`src/rtl/comparador_pkg.sv`:
```
// rtl/comparador_pkg.sv - shared encodings for the MSB-first serial magnitude comparator
package comparador_pkg;

    // FSM state encoding
    localparam logic [1:0] REPOSO  = 2'd0;
    localparam logic [1:0] BARRIDO = 2'd1;
    localparam logic [1:0] FIN     = 2'd2;

    // Result encoding
    localparam logic [1:0] RES_MENOR = 2'b00;
    localparam logic [1:0] RES_IGUAL = 2'b01;
    localparam logic [1:0] RES_MAYOR = 2'b10;

    // Map the sense of a differing bit (1: A bit is the set one) to a result code
    function automatic logic [1:0] resultado_de_sentido(input logic sentido_mayor);
        return sentido_mayor ? RES_MAYOR : RES_MENOR;
    endfunction

endpackage

```
`src/rtl/comparador_bit.sv`:
```
// rtl/comparador_bit.sv - combinational 1-bit magnitude cell
module comparador_bit (
    input  logic a,
    input  logic b,
    output logic gt,
    output logic eq,
    output logic lt
);

    assign gt = a & ~b;
    assign eq = ~(a ^ b);
    assign lt = ~a & b;

endmodule

```
`src/rtl/comparador_izq_der.sv`:
```
// rtl/comparador_izq_der.sv - bit-serial MSB-first unsigned magnitude comparator
module comparador_izq_der
    import comparador_pkg::*;
#(
    parameter int N               = 4,
    parameter bit SALIDA_TEMPRANA = 1'b1
) (
    input  logic         clk,
    input  logic         rst_n,
    input  logic         inicio,
    input  logic [N-1:0] palabraA,
    input  logic [N-1:0] palabraB,
    output logic         ocupado,
    output logic         listo,
    output logic         mayor,
    output logic         igual,
    output logic         menor
);

    localparam int             IW      = $clog2(N);
    localparam logic [IW-1:0]  IDX_MAX = IW'(N - 1);
    localparam logic [IW-1:0]  IDX_UNO = IW'(1);

    logic [1:0]    r_estado;
    logic [1:0]    w_estado_sig;
    logic [N-1:0]  r_a;
    logic [N-1:0]  r_b;
    logic [IW-1:0] r_idx;
    logic          r_dec;
    logic          r_sentido;
    logic          r_listo;
    logic          r_ocupado;
    logic          r_mayor;
    logic          r_igual;
    logic          r_menor;

    logic          w_bit_gt;
    logic          w_bit_eq;
    logic          w_bit_lt;
    logic          w_dif;
    logic          w_corte;
    logic          w_captura;
    logic          w_decide;
    logic          w_sentido;
    logic          w_hay_dif;
    logic [1:0]    w_res;

    comparador_bit u_bit (
        .a  (r_a[r_idx]),
        .b  (r_b[r_idx]),
        .gt (w_bit_gt),
        .eq (w_bit_eq),
        .lt (w_bit_lt)
    );

    assign w_dif = w_bit_gt | w_bit_lt;

    // Scan ends on the current bit: early exit on a difference, or the LSB reached
    assign w_corte = (r_estado == BARRIDO) &&
                     ((SALIDA_TEMPRANA && w_dif) || (r_idx == '0));

    // State register
    always_ff @(posedge clk or negedge rst_n) begin
        if (!rst_n) begin
            r_estado <= REPOSO;
        end else begin
            r_estado <= w_estado_sig;
        end
    end

    // Next-state logic; FIN is folded into the decision edge, so BARRIDO returns straight to REPOSO
    always_comb begin
        w_estado_sig = r_estado;
        case (r_estado)
            REPOSO:  if (inicio)  w_estado_sig = BARRIDO;
            BARRIDO: if (w_corte) w_estado_sig = REPOSO;
            FIN:                  w_estado_sig = REPOSO;
            default:              w_estado_sig = REPOSO;
        endcase
    end

    // Output/control decode: capture strobe, decision strobe and the result to register
    always_comb begin
        w_captura = (r_estado == REPOSO) && inicio;
        w_decide  = w_corte;
        // A difference already recorded outranks the current bit (it was more significant)
        w_sentido = r_dec ? r_sentido : w_bit_gt;
        w_hay_dif = r_dec | ~w_bit_eq;
        w_res     = w_hay_dif ? resultado_de_sentido(w_sentido) : RES_IGUAL;
    end

    // Operand copies, index down-counter and sticky first-difference record
    always_ff @(posedge clk or negedge rst_n) begin
        if (!rst_n) begin
            r_a       <= '0;
            r_b       <= '0;
            r_idx     <= '0;
            r_dec     <= 1'b0;
            r_sentido <= 1'b0;
        end else if (w_captura) begin
            r_a       <= palabraA;
            r_b       <= palabraB;
            r_idx     <= IDX_MAX;
            r_dec     <= 1'b0;
            r_sentido <= 1'b0;
        end else if (r_estado == BARRIDO) begin
            if (!r_dec && w_dif) begin
                r_dec     <= 1'b1;
                r_sentido <= w_bit_gt;
            end
            if (!w_corte) begin
                r_idx <= r_idx - IDX_UNO;
            end
        end
    end

    // Registered handshake and result flags; flags hold between decisions
    always_ff @(posedge clk or negedge rst_n) begin
        if (!rst_n) begin
            r_listo   <= 1'b0;
            r_ocupado <= 1'b0;
            r_mayor   <= 1'b0;
            r_igual   <= 1'b0;
            r_menor   <= 1'b0;
        end else begin
            r_listo <= w_decide;
            if (w_captura) begin
                r_ocupado <= 1'b1;
            end else if (w_decide) begin
                r_ocupado <= 1'b0;
            end
            if (w_decide) begin
                r_mayor <= (w_res == RES_MAYOR);
                r_igual <= (w_res == RES_IGUAL);
                r_menor <= (w_res == RES_MENOR);
            end
        end
    end

    assign ocupado = r_ocupado;
    assign listo   = r_listo;
    assign mayor   = r_mayor;
    assign igual   = r_igual;
    assign menor   = r_menor;

endmodule

```
`config.mk`:
```
export PLATFORM = sky130hd
export DESIGN_NAME = comparador_izq_der
export DESIGN_NICKNAME = d
export VERILOG_FILES = /design/src/rtl/comparador_pkg.sv /design/src/rtl/comparador_bit.sv /design/src/rtl/comparador_izq_der.sv
export SDC_FILE = /design/constraint.sdc
export NUM_CORES = 1
export LEC_CHECK = 0
export CORE_MARGIN = 3
export CORE_UTILIZATION = 30
export CTS_BUF_LIST = sky130_fd_sc_hd__clkbuf_4 sky130_fd_sc_hd__clkbuf_8
export DETAILED_ROUTE_END_ITERATION = 8
export DONT_BUFFER_PORTS = 1
export SLEW_MARGIN = 20
export SYNTH_ARGS = -nofsm -noshare
export SYNTH_HDL_FRONTEND = slang
export SYNTH_SLANG_ARGS = --single-unit
```
`constraint.sdc`:
```
create_clock -name clk -period 5.3 [get_ports clk]
set_clock_uncertainty 0.15 [all_clocks]
set_input_delay 1.06 -clock clk [delete_from_list [all_inputs] [get_ports clk]]
set_output_delay 1.06 -clock clk [all_outputs]
set_load 0.05 [all_outputs]
```
## Word-level counts from Yosys, hierarchy flattened

Cells that the tools add are included.

- $add $sub $neg: 1
- $mul: 0
- Div/mod/pow operators: 0
- Order comparisons: 1
- Eq/ne operators: 6
- Shift operators: 0
- Multiplexer cells: 21
- Bitwise gates (word level): 7
- Reduce and logical (&&, ||, !) cells: 14

Operators with widths:

| kind | count |
|---|---|
| 2-bit two-way mux | 7 |
| 1-bit two-way mux | 11 |
| 2-bit logical NOT | 3 |
| 2-bit != test (second input constant) | 3 |
| 2-bit AND reduction | 3 |
| 2-bit nonzero test | 3 |
| 1-bit binary-select mux with 2-bit select | 2 |
| 2-bit by 1-bit == test with 1-bit output (second input constant) | 2 |
| 2-bit case mux with 2 select lines | 1 |
| 1-bit logical AND | 3 |
| 2-bit by 3-bit < comparator with 1-bit output (second input constant) | 1 |
| 1-bit AND | 2 |
| 2-bit == test (second input constant) | 1 |
| 1-bit inverter | 2 |
| 1-bit OR | 2 |
| 2-bit by 1-bit subtractor with 2-bit output (second input constant) | 1 |
| 1-bit logical NOT | 1 |
| 1-bit logical OR | 1 |
| 1-bit XOR | 1 |

- Register bits: 19
- Latch bits: 0
- Bits in writable memories: 0
- Bits in read-only memories: 0
- Input port bits: 11
- Output and inout port bits: 5
- Logic and storage cells: 61
- Memories: 0

## Logic depth before layout (Yosys ltp)

- Depth in word-level cells: 10
- Gate-level depth with buffers: 6
- Depth with buffers taken out: 6

## By module

Synthesis repeated with hierarchy kept, for this count alone.

- Cells, all modules: 68
- Area, all modules: 845.8 sq um

By module, submodules not included:

| module | instances | cells an instance | area an instance (sq um) | seq. area each (sq um) |
|---|---|---|---|---|
| comparador_izq_der | 1 | 64 | 813.3 | 450.4 |
| comparador_bit | 1 | 4 | 32.5 | 0.0 |

## Worst setup path after synthesis

OpenSTA, ideal clock, no wires.

- Path type: reg-to-reg
- Start point: register r_idx[0]
- End point: register r_mayor (netlist: mayor)
- Setup time: 0.125 ns
- Arrival: 1.845 ns
- Required time: 5.025 ns
- Slack: 3.181 ns
- Stages on the path, launching flop included: 6
- Buffers on the path: 0
- Period minus slack after synthesis: 2.119 ns
- Path through: dfrtp_1 > mux4_2 > ha_1 > inv_1 > o21ai_2 > mux2_2

- Cells in the longest elaborated chain, start to end: 8
- Elaborated cells between the ends (all ways): 18
- Those cells by class: 1 x eq/ne; 7 x mux; 7 x bitwise; 3 x reduce/logical

RTL lines:

| element | line | RTL |
|---|---|---|
| start, declared | comparador_izq_der.sv:28 | `logic [IW-1:0] r_idx;` |
| start signal, assigned | comparador_izq_der.sv:112 | `r_idx <= r_idx - IDX_UNO;` |
| 1-bit binary-select mux with 2-bit select | comparador_izq_der.sv:50 | `.b (r_b[r_idx]),` |
| 1-bit two-way mux (not written as such) | comparador_izq_der.sv:50 |  |
| 1-bit inverter | comparador_bit.sv:10 | `assign gt = a & ~b;` |
| 1-bit AND | comparador_bit.sv:10 |  |
| 1-bit two-way mux | comparador_izq_der.sv:87 | `w_sentido = r_dec ? r_sentido : w_bit_gt;` |
| 2-bit two-way mux | comparador_pkg.sv:16 | `return sentido_mayor ? RES_MAYOR : RES_MENOR;` |
| 2-bit two-way mux | comparador_izq_der.sv:89 | `w_res = w_hay_dif ? resultado_de_sentido(w_sentido) : RES_IGUAL;` |
| 2-bit == test | comparador_izq_der.sv:133 | `r_mayor <= (w_res == RES_MAYOR);` |
| end signal, assigned | comparador_izq_der.sv:133 |  |
| end, declared | comparador_izq_der.sv:33 | `logic r_mayor;` |

Parallel ways exist; a longest one is shown, timed or not. The select of a mux whose other input is x is not followed.
A chain may end at the register's enable or synchronous reset.

## Final worst setup path

Ends and elaborated chain as after synthesis.

==> out/results.txt <==
CP Class -> flop to flop
most common cell after layout, fill and taps aside -> dfrtp_1
cts hold-fix bufs -> 0
CTS Buffer Depth -> 2
outcome -> completed
r2r worst-path depth -> 5
Site Rows -> 18
global routing usage on met3 -> 0.0523
Starting Density -> 0.327
Register Area -> 450 um^2
min cycle time layout -> 2.35 ns
Crit Reg-Reg Endpoint -> mayor
Setup Viol. Count Final -> 0
Tot GR Track Use -> 0.0995
gpl congestion -> 0.715
Synth-to-Final Area Change -> 7.39%
Netlist cell types -> 24
CP max stage delay -> 0.53 ns
Num CTS Buffers -> 3
RSZ-0062 raised after global routing -> false
wire per inst -> 15.5 um
DP Worst Slack -> 2.97 ns
Port Buffer Count -> 0
met1 GRT Util -> 0.110
total power -> 0.700 mW
Crit-path slowest cell -> mux4_2
Post-Synthesis Cells -> 62
top cell family by delay on the critical path -> multiplexers
worst path cell trace -> mux4_2 -> ha_1 -> inv_1 -> o21ai_2 -> mux2_2
fillers -> 260
mapped cell area -> 847 um^2
placed inst area -> 873 um^2
Via density -> 5.08
DR DRC count -> 0
YS warnings -> 0
Most Used Layer, Global Route -> met2
most frequent cells in the layout -> 18 x dfrtp_1, 9 x mux2_4, 8 x inv_1, 3 x nand2_1, 3 x clkbuf_4
worst r2r src -> r_idx[0]
clock root buffer -> clkbuf_4
CP bufs+invs -> 1
Max-cap violations -> 0
crit-path max FO -> 5
final worst slack -> 2.95 ns
vias in the first global route -> 563
die area -> 3500 um^2
# nets final -> 79
grt ovf -> 0
worst-skew pair later-pin latency -> 0.29 ns
sequential fraction of the synthesis area -> 0.532
Worst-path clk slew -> 0.11 ns
share of cells above drive strength 1 -> 0.292
die width -> 59.1 um
via count -> 483
Setup crit end kind -> flop
power per cell area -> 770 nW/um^2
largest net degree at the start of global routing -> 19
met2 GRT Util -> 0.174
Post-Layout Cell Count -> 95
post_cts resized -> 0
clk sinks -> 18
FF-to-FF setup slack -> 2.95 ns
initial antenna violation count -> 0
Slew @ Worst Pin -> 0.619 ns
footprint of the multi-input gates -> 352 um^2
DRT iter0 DRCs -> 2
Tightest Hold Check Type -> primary input to async pin
ant diodes -> 0
number of routed nets with antenna violations -> 0
average cell area after synthesis -> 13.7 um^2
first-pass GRT wire length -> 2540 um
Highest Clock Rate -> 426 MHz
Detail Placement HPWL -> 1110 um
first-pass detailed-route iteration total -> 2
hold_ws -> 0.290 ns
Final period util -> 0.443
CP required -> 5.34 ns
nature of the critical path startpoint -> flop
Design Area, Final -> 910 um^2
final core occ -> 0.351
Slew headroom -> 0.585
final hold violation count -> 0
H-tree Lvls -> 1
die height -> 59.1 um
I/O pins -> 16
Leak Pwr -> 0.433 nW
Core ar. -> 2590 um^2
Setup Fix Bufs, Post-CTS -> 0
Syn Nets -> 75
# placed instances -> 91
CTS tree -> done
Final Slew Violations -> 0
maximum VDD drop -> 356 uV
Synth Register Bits -> 18
Total Routed Length -> 1470 um
Setup TNS -> 0 ns
crit path DAT -> 2.39 ns
layer usage:
layer,vias to the layer above,routed length [um]
met5,-,0
met4,0,0
met3,0,100
met2,17,699
met1,244,668
li1,222,-
kinds of logic (layout without fill, tap and decap cells):
kind of cell | Yosys count | count (layout) | synth area share
flops | 18 | 18 | 0.532
buf+inv | 10 | 13 | 0.0532
simple gates | 7 | 7 | 0.0428
compound gates | 11 | 11 | 0.0931
fa+ha+maj | 2 | 2 | 0.0295
mux | 14 | 14 | 0.250
sequential cells by signal, indices dropped and copies added (netlist names):
| register | count |
|---|---|
| ocupado | 1 |
| r_estado | 1 |
| menor | 1 |
| r_idx | 2 |
| r_b | 4 |
| r_dec | 1 |
| igual | 1 |
| r_a | 4 |
| listo | 1 |
| r_sentido | 1 |
| mayor | 1 |
how the worst max path moves through the flow:
stage                   from  slack, ns  cells after the start     to
floorplan           r_idx[0]       3.18                      5  mayor
global placement    r_idx[0]       3.00                      5  mayor
detailed placement  r_idx[0]       2.97                      5  mayor
CTS                 r_idx[0]       2.94                      5  mayor
global route        r_idx[0]       2.84                      5  mayor
finish              r_idx[0]       2.95                      5  mayor
worst reg2reg max path, stage by stage, from the launching register on:
cell     delay (ns)
dfrtp_1        0.44
mux4_2         0.53
ha_1           0.39
inv_1          0.10
o21ai_2        0.26
mux2_2         0.37
report_power, final:
part           switching, mW  internal [mW]  total [mW]
Combinational          0.135          0.165       0.300
Sequential             0.112          0.203       0.315
Clock                 0.0429         0.0419      0.0848
synth_stat cells, drive strengths merged:
cell / instances / area share
ha: 2 / 0.030
dfrtp: 18 / 0.53
inv: 9 / 0.040
a22o: 1 / 0.010
o32ai: 1 / 0.010
a32oi: 1 / 0.010
o22ai: 1 / 0.0074
nor2b: 2 / 0.018
a21oi: 1 / 0.0059
nor2: 1 / 0.0044
nor4: 1 / 0.0074
buf: 1 / 0.013
mux4: 2 / 0.053
a21o: 1 / 0.0089
o21ai: 3 / 0.022
a211oi: 1 / 0.0089
nand2: 3 / 0.013
mux2: 10 / 0.17
mux2i: 2 / 0.024
o21a: 1 / 0.0089
final cells by class:
class                      count  share of cell area
clock buffer                   4              0.0399
inverter                       9              0.0371
multi-input combinational     34               0.387
sequential                    18               0.495
tap                           30              0.0413
No activity file was read; power rests on OpenSTA's default activity.
